$ cat config.mk
export PLATFORM = sky130hd
export DESIGN_NAME = imem_loader_flat
export DESIGN_NICKNAME = d
export VERILOG_FILES = /design/src/rtl/imem_loader_pkg.sv /design/src/rtl/imem_loader_if.sv /design/src/rtl/imem_word_packer.sv /design/src/rtl/imem_loader.sv /design/src/flat_wrapper.sv
export SDC_FILE = /design/constraint.sdc
export NUM_CORES = 1
export LEC_CHECK = 0
export CORE_UTILIZATION = 51
export DETAILED_ROUTE_END_ITERATION = 10
export PLACE_DENSITY = 0.88
export SLEW_MARGIN = 15
export SYNTH_ARGS = -nofsm -noshare
export SYNTH_HDL_FRONTEND = slang
export SYNTH_SLANG_ARGS = --single-unit
$ cat constraint.sdc
create_clock -name clk -period 2.7 [get_ports clk]
set_clock_uncertainty 0.2 [all_clocks]
set_input_delay 0.81 -clock clk [delete_from_list [all_inputs] [get_ports clk]]
set_output_delay 0.81 -clock clk [all_outputs]
set_load 0.005 [all_outputs]
$ cat src/rtl/imem_loader_pkg.sv
// ============================================================================
// Module   : imem_loader_pkg
// Purpose  : Shared state encoding and sizing constants for the imem loader.
// Revision : 1.0
// ============================================================================
`default_nettype none

package imem_loader_pkg;

    typedef enum logic [1:0] {
        ST_IDLE  = 2'd0,
        ST_COUNT = 2'd1,
        ST_DATA  = 2'd2,
        ST_DONE  = 2'd3
    } state_t;

    localparam int C_MEM_WORDS  = 256;
    localparam int C_BYTE_CNT_W = 2;
    localparam int C_IDX_W      = $clog2(C_MEM_WORDS);

    // A count byte of zero means a full memory image.
    function automatic logic [C_IDX_W:0] decode_count(input logic [7:0] b);
        return (b == 8'd0) ? (C_IDX_W + 1)'(C_MEM_WORDS) : (C_IDX_W + 1)'(b);
    endfunction

endpackage

`default_nettype wire

$ cat src/rtl/imem_loader_if.sv
// ============================================================================
// Module   : imem_loader_if
// Purpose  : Byte-stream input and instruction-memory write port bundle.
// Revision : 1.0
// ============================================================================
`default_nettype none

interface imem_loader_if;
    logic        in_valid;
    logic [7:0]  in_data;
    logic        in_ready;
    logic        wr_en;
    logic [31:0] wr_addr;
    logic [31:0] wr_data;

    modport master (
        input  in_valid, in_data,
        output in_ready, wr_en, wr_addr, wr_data
    );

    modport slave (
        output in_valid, in_data,
        input  in_ready, wr_en, wr_addr, wr_data
    );
endinterface

`default_nettype wire

$ cat src/rtl/imem_word_packer.sv
// ============================================================================
// Module   : imem_word_packer
// Purpose  : Packs a byte stream big-endian into 32-bit words.
// Revision : 1.0
// ============================================================================
`default_nettype none

module imem_word_packer
    import imem_loader_pkg::*;
(
    input  wire logic        clk,
    input  wire logic        reset_n,
    input  wire logic        i_clr,
    input  wire logic        i_byte_en,
    input  wire logic [7:0]  i_byte,
    output logic      [31:0] o_word,
    output logic             o_full
);

    logic [23:0]             r_shift;
    logic [C_BYTE_CNT_W-1:0] r_cnt;

    // The fourth byte completes the word combinationally so the write can be
    // registered on the same edge that accepts it.
    assign o_full = i_byte_en && (r_cnt == '1);
    assign o_word = {r_shift, i_byte};

    always_ff @(posedge clk) begin
        if (!reset_n || i_clr) begin
            r_shift <= '0;
            r_cnt   <= '0;
        end else if (i_byte_en) begin
            r_shift <= {r_shift[15:0], i_byte};
            r_cnt   <= r_cnt + C_BYTE_CNT_W'(1);
        end
    end

endmodule

`default_nettype wire

$ cat src/rtl/imem_loader.sv
// ============================================================================
// Module   : imem_loader
// Purpose  : Loads a counted byte stream into instruction memory, holding the
//            core in reset until the image is complete.
// Revision : 1.0
// ============================================================================
`default_nettype none

module imem_loader
    import imem_loader_pkg::*;
#(
    parameter logic [31:0] BASE_ADDR = 32'h0000_0000
) (
    input  wire logic      clk,
    input  wire logic      reset_n,
    input  wire logic      start,
    imem_loader_if.master  bus,
    output logic           busy,
    output logic           done,
    output logic           cpu_hold
);

    state_t             r_state;
    logic [C_IDX_W-1:0] r_idx;
    logic [C_IDX_W:0]   r_n;
    logic               r_in_ready;
    logic               r_wr_en;
    logic [31:0]        r_wr_addr;
    logic [31:0]        r_wr_data;
    logic               r_busy;
    logic               r_done;
    logic               r_hold;

    logic               w_take;
    logic               w_byte_en;
    logic               w_full;
    logic               w_last;
    logic [31:0]        w_word;

    assign w_take    = bus.in_valid && r_in_ready;
    assign w_byte_en = w_take && (r_state == ST_DATA);
    assign w_last    = ({1'b0, r_idx} == (r_n - (C_IDX_W + 1)'(1)));

    imem_word_packer u_packer (
        .clk       (clk),
        .reset_n   (reset_n),
        .i_clr     (r_state == ST_IDLE),
        .i_byte_en (w_byte_en),
        .i_byte    (bus.in_data),
        .o_word    (w_word),
        .o_full    (w_full)
    );

    always_ff @(posedge clk) begin
        if (!reset_n) begin
            r_state    <= ST_IDLE;
            r_idx      <= '0;
            r_n        <= '0;
            r_in_ready <= 1'b0;
            r_wr_en    <= 1'b0;
            r_wr_addr  <= '0;
            r_wr_data  <= '0;
            r_busy     <= 1'b0;
            r_done     <= 1'b0;
            r_hold     <= 1'b1;
        end else begin
            r_wr_en <= 1'b0;
            r_done  <= 1'b0;
            case (r_state)
                ST_IDLE: begin
                    if (start) begin
                        r_state    <= ST_COUNT;
                        r_idx      <= '0;
                        r_in_ready <= 1'b1;
                        r_busy     <= 1'b1;
                        r_hold     <= 1'b1;
                    end
                end
                ST_COUNT: begin
                    if (w_take) begin
                        r_n     <= decode_count(bus.in_data);
                        r_state <= ST_DATA;
                    end
                end
                ST_DATA: begin
                    if (w_full) begin
                        r_wr_en   <= 1'b1;
                        r_wr_data <= w_word;
                        r_wr_addr <= BASE_ADDR + {{(30 - C_IDX_W){1'b0}}, r_idx, 2'b00};
                        r_idx     <= r_idx + C_IDX_W'(1);
                        if (w_last) begin
                            r_state    <= ST_DONE;
                            r_in_ready <= 1'b0;
                            r_busy     <= 1'b0;
                        end
                    end
                end
                ST_DONE: begin
                    r_done  <= 1'b1;
                    r_hold  <= 1'b0;
                    r_state <= ST_IDLE;
                end
                default: r_state <= ST_IDLE;
            endcase
        end
    end

    assign bus.in_ready = r_in_ready;
    assign bus.wr_en    = r_wr_en;
    assign bus.wr_addr  = r_wr_addr;
    assign bus.wr_data  = r_wr_data;
    assign busy         = r_busy;
    assign done         = r_done;
    assign cpu_hold     = r_hold;

endmodule

`default_nettype wire

$ cat src/flat_wrapper.sv
// flat-port wrapper written by rule: the top's interface ports become plain ports
module imem_loader_flat import imem_loader_pkg::*;
#(
    parameter logic [31:0] BASE_ADDR = 32'h0000_0000
)
  (clk, reset_n, start, busy, done, cpu_hold, bus_in_valid, bus_in_data, bus_in_ready, bus_wr_en, bus_wr_addr, bus_wr_data);
  imem_loader_if bus_i ();
  input  wire logic clk;
  input  wire logic reset_n;
  input  wire logic start;
  output logic busy;
  output logic done;
  output logic cpu_hold;
  input wire logic [$bits(bus_i.in_valid)-1:0] bus_in_valid;
  input wire logic [$bits(bus_i.in_data)-1:0] bus_in_data;
  output wire logic [$bits(bus_i.in_ready)-1:0] bus_in_ready;
  output wire logic [$bits(bus_i.wr_en)-1:0] bus_wr_en;
  output wire logic [$bits(bus_i.wr_addr)-1:0] bus_wr_addr;
  output wire logic [$bits(bus_i.wr_data)-1:0] bus_wr_data;
  assign bus_i.in_valid = bus_in_valid;
  assign bus_i.in_data = bus_in_data;
  assign bus_in_ready = bus_i.in_ready;
  assign bus_wr_en = bus_i.wr_en;
  assign bus_wr_addr = bus_i.wr_addr;
  assign bus_wr_data = bus_i.wr_data;
  imem_loader #(.BASE_ADDR(BASE_ADDR)) u_core (.clk(clk), .reset_n(reset_n), .start(start), .bus(bus_i), .busy(busy), .done(done), .cpu_hold(cpu_hold));
endmodule
; ---- After elaboration in Yosys (flattened, before gate mapping)
; Index checks and enable logic that the tools add are counted.
[word_totals]
ff_bits = 89
latchBits = 0
romBits = 0
ram_bits = 0
n_memories = 0
wordCells = 55
inputBits = 12
output_inout_bits = 69
[op_classes]
mux = 16
shift = 0
n_div = 0
bitwise = 0
n_reduce_logical = 16
eq_ne = 9
order_cmp = 0
add_sub_neg = 3
multipliers = 0
[op_table]
columns = operator, count
row1 = 8-bit 2-to-1 mux, 2
row2 = 8-bit one-hot mux with 2 select lines, 1
row3 = 8-bit by 9-bit == test with 1-bit output, 1
row4 = 9-bit 2-to-1 mux, 1
row5 = "9-bit by 1-bit subtractor with 9-bit output, second input constant", 1
row6 = "8-bit by 1-bit adder with 8-bit output, second input constant", 1
row7 = 8-bit logical NOT, 1
row8 = 2-bit 2-to-1 mux, 4
row9 = 2-bit one-hot mux with 4 select lines, 1
row10 = 2-bit AND reduction, 4
row11 = 4-bit AND reduction, 2
row12 = "2-bit == test, second input constant", 3
row13 = 1-bit 2-to-1 mux, 5
row14 = "2-bit by 1-bit != test with 1-bit output, second input constant", 2
row15 = "2-bit != test, second input constant", 2
row16 = 1-bit one-hot mux with 2 select lines, 2
row17 = 2-bit nonzero test, 2
row18 = 1-bit logical AND, 3
row19 = 3-bit AND reduction, 1
row20 = "2-bit by 1-bit adder with 2-bit output, second input constant", 1
row21 = "2-bit by 1-bit == test with 1-bit output, second input constant", 1
row22 = 2-bit logical NOT, 1
row23 = 1-bit logical NOT, 1
row24 = 1-bit logical OR, 1

; ---- Logic depth before layout (Yosys ltp)
[logic_depth]
word_depth = 5
depth_mapped = 8

; ---- By module
; Synthesis repeated with hierarchy kept, for this count alone.
[unflattened]
hier_cells = 460
area_unflattened_um2 = 4046.4
[by_module_without_submodules]
columns = mod, cells_per_inst, n_inst, seq_area_each_um2, area_per_inst_um2
row1 = imem_loader, 365, 1, 1261.2, 2999.1
row2 = imem_word_packer, 95, 1, 520.5, 1047.3

; ---- Least setup slack after synthesis
; OpenSTA, ideal clock, no wires.
[synth_path]
path_type = input-to-reg
from = input port bus_in_valid
to = register u_core.r_idx[7]
required_ps = 2429
setup_slack_ps = 72
setup_ps = 71
arrival_ps = 2357
stages = 6
path_cell_list = clkbuf_1 > nand4_1 > a21boi_1 > nand4_1 > or3_1 > a21oi_1
[synth_between]
elab_chain_len = 5
[synth_lines]
columns = element, line_no
row1 = from (decl), flat_wrapper.sv:14  ; input wire logic [$bits(bus_i.in_valid)-1:0] bus_in_valid;
row2 = 1-bit logical AND, imem_loader.sv:40  ; assign w_take = bus.in_valid && r_in_ready;
row3 = 1-bit logical AND, imem_loader.sv:41  ; assign w_byte_en = w_take && (r_state == ST_DATA);
row4 = 1-bit logical AND, imem_word_packer.sv:25  ; assign o_full = i_byte_en && (r_cnt == '1);
row5 = 2-bit != test (no source line), -
row6 = 3-bit AND reduction (no source line), -
row7 = to (signal assigned), imem_loader.sv:90  ; r_idx <= r_idx + C_IDX_W'(1);
row8 = to (decl), imem_loader.sv:24  ; logic [C_IDX_W-1:0] r_idx;
; Every way passes these cells.
; A chain may end at the register's enable or synchronous reset.

; ---- Worst setup path after layout
[layout_path]
from = register u_core.r_n[1]
to = register u_core.r_busy (netlist: u_core.busy)
[layout_between]
elab_chain_len = 4
[layout_lines]
columns = element, line_no
row1 = from (decl), imem_loader.sv:25  ; logic [C_IDX_W:0] r_n;
row2 = from (signal assigned), imem_loader.sv:81  ; r_n <= decode_count(bus.in_data);
row3 = 9-bit by 1-bit subtractor with 9-bit output, imem_loader.sv:42  ; assign w_last = ({1'b0, r_idx} == (r_n - (C_IDX_W + 1)'(1)));
row4 = 8-bit by 9-bit == test with 1-bit output, imem_loader.sv:42
row5 = 2-bit by 1-bit != test with 1-bit output (no source line), -
row6 = 4-bit AND reduction (no source line), -
row7 = to (signal assigned), imem_loader.sv:63  ; r_busy <= 1'b0;
row8 = to (signal assigned), imem_loader.sv:75  ; r_busy <= 1'b1;
row9 = to (signal assigned), imem_loader.sv:94  ; r_busy <= 1'b0;
row10 = to (decl), imem_loader.sv:30  ; logic r_busy;
; Every way passes these cells.

==> reports/metrics.cfg <==
[worst_setup_path]
cp_cell_sequence = or4_4 > or4_4 > a2111oi_4 > nand2_1 > o41ai_2 > a21boi_1
startpoint_type = flip-flop
path_buf_inv = 0
r2r.worst_path.cells = 6
cp_num_cells = 6
worstPathRequired_ns = 2.73
critPathTopFamily = simple AND/OR/NAND/NOR gates
crit_slowest_cell = or4_4
slowest_delay_ns = 0.55
critical_path_class = flip-flop to flip-flop
worst_path_most_repeated_cell = or4_4
cp_max_fo = 4
endpoint_kind = flip-flop
cp.arrival_ns = 2.69

[timing]
fmax_mhz = 375.9
fin_crit_sh_pct = 98.53
hold_viol_final = 0
final-max-slew-violation-count = 0
min_period_ns = 2.660
rsz0062_at_grt = yes
setup_viol = 0
setup_ws_ns = 0.03957

[layout]
fin_util_pct = 64.69
drive_gt1_share_pct = 7.880
final_cell_mix = 165 x nand2_1, 86 x dfxtp_1, 56 x clkdlybuf4s50_1
fillers = 597
fin_cells = 632
area_delta_synth_final_pct = 21.34
final_nets = 548
final_common_cell = nand2_1
diodes = 0

[placed_design]
gp_congestion = 0.8669
dp_cells = 616
port_buffers = 56
dp_slack_ns = 0.04033
place_hpwl_um = 5783

[synthesis]
ys_types = 43
netlist_instances = 476
synth_area_sq_um = 3887
ys_warn_count = 0
synth_ff_type = dfxtp_1
synth_edf_count = 0
syn_area_per_cell_sq_um = 8.167
yosysSeqAreaShare_pct = 45.83
synth_seq_cells = 89
synthArstFlopShare_pct = 0

[power]
leakagePower_nw = 1.626
vdd_drop_max_uv = 357.5
power_density_nw_per_um2 = 637.6

[global_routing]
grt_pass1_vias = 2946
grt_max_degree = 41
antenna_found_initial = 0
grt_overflow = 0
grtUsageTotal_pct = 22.49
grt_pass1_wl_um = 13560

[routing]
vias_per_cell = 5.201
vias = 3287
drc = 0
ant_nets = 0
drtIter0Drc = 207
routedWlPerCell_um = 13.16
first_pass_iters = 4
route.final.wire_length_um = 8317

[die]
row_count = 31
fp.coreArea_sq_um = 7292
fp.dieW_um = 89.31
start_util_pct = 53.31
io_pins = 81
die-area_sq_um = 7975
die_h_um = 89.31

[min_path]
min_path_cells = 2
min_path_type = flip-flop to flip-flop

[clocking]
postCtsHoldBufs = 0
htreeDepth = 3
clkSinkCount = 89
cts_max_path_buffers = 2
clkTransAtPathRegs_ns = 0.09
cts_root_buf = clkbuf_8
cts_buffers = 9
tritoncts = yes
worstSkewPairLatency_ns = 0.36

[job]
cap_violations = 0

[run_status]
status = finished clean

[synth_stat cells (3+ instances only)]
library cell	instances	area share [%]
xnor2_1	6	1.4
nand3_1	4	0.51
xor2_1	9	2.0
o21ai_0	5	0.64
nand4_1	4	0.64
ha_1	7	2.3
inv_1	6	0.58
or3_1	3	0.48
dfxtp_1	89	46
nor2_1	13	1.3
buf_4	26	5.0
a21oi_1	29	3.7
clkbuf_1	24	2.3
a21boi_0	49	9.5
nand2_1	165	16
[power breakdown]
| part | switching (mW) | internal, mW | total (mW) |
|---|---|---|---|
| Clock | 0.460 | 0.481 | 0.940 |
| Sequential | 0.0574 | 1.35 | 1.41 |
| Combinational | 0.378 | 0.283 | 0.660 |
[flip-flops by register name, indices dropped and copies added (netlist names)]
name / count
u_core.bus.wr_data: 32
u_core.r_state: 2
u_core.busy: 1
u_core.u_packer.r_shift: 24
u_core.r_n: 9
u_core.r_idx: 8
u_core.cpu_hold: 1
u_core.bus.wr_en: 1
u_core.u_packer.r_cnt: 2
u_core.bus.wr_addr: 8
u_core.done: 1
[worst paths after layout]
kind	from	to	slack, ns
setup / recovery	u_core.r_n[1]	u_core.busy	0.04
hold / removal	u_core.u_packer.r_shift[20]	u_core.u_packer.r_shift[20]	0.26
setup reg to reg	u_core.r_n[1]	u_core.busy	0.04
hold reg to reg	u_core.u_packer.r_shift[20]	u_core.u_packer.r_shift[20]	0.26
[routing by layer]
layer  share of wire, %  vias up  global-route usage, %
li1                   -     1619                      -
met1                 45     1527                  28.58
met2                 47      118                  36.02
met3                6.1       23                  5.448
met4                2.3        0                  10.82
met5                  0        -                      0
[what timing repair did]
item | 4_1_cts | 5_1_grt
gates resized for setup | 1 | 4
gates cloned | 0 | 0
pin swaps | 0 | 6
buffers inserted | 0 | 1
setup endpoints to repair | 1 | 3
[logic make-up (layout without fill, tap and decap cells)]
| group | Yosys count | count (layout) | share of synthesized area, % |
|---|---|---|---|
| xor gates and xnor gates | 15 | 15 | 3.380 |
| and+or+nand+nor | 210 | 210 | 22.98 |
| other | 1 | 24 | 0.09646 |
| DFF | 89 | 89 | 45.83 |
| adders and majority gates | 7 | 7 | 2.253 |
| buffers and inverters | 58 | 92 | 8.304 |
| muxes | 2 | 2 | 0.5150 |
| AOI/OAI and AO/OA | 94 | 94 | 16.64 |
[stage by stage]
| stage | setup TNS [ns] | power (mW) | cell area (sq um) | hold slack (ns) |
|---|---|---|---|---|
| 2_1_floorplan | 0 | 1.887 | 3974 | 0.2366 |
| 3_3_place_gp | 0 | 2.029 | 4491 | 0.2441 |
| 3_5_place_dp | 0 | 2.056 | 4491 | 0.2470 |
| 4_1_cts | 0 | 3.003 | 4701 | 0.2599 |
| 5_1_grt | -0.02704 | 3.148 | 4717 | 0.2729 |
| 6_report | 0 | 3.008 | 4717 | 0.2615 |
[worst reg2reg max path: stages, from the launching register on]
cell and delay, ns:
dfxtp_2 0.34, or4_4 0.55, or4_4 0.45, a2111oi_4 0.35, nand2_1 0.14, o41ai_2 0.40
a21boi_1 0.12
[final cells by class]
cell class | count | area (sq um) | share of cell area, %
sequential | 89 | 1785 | 37.85
clock inverter | 3 | 47.55 | 1.008
tap | 99 | 123.9 | 2.626
inverter | 6 | 22.52 | 0.4775
timing repair buffer | 71 | 698.2 | 14.80
multi-input combinational | 352 | 1884 | 39.95
clock buffer | 12 | 155.1 | 3.289
No activity file was read; power rests on OpenSTA's default activity.
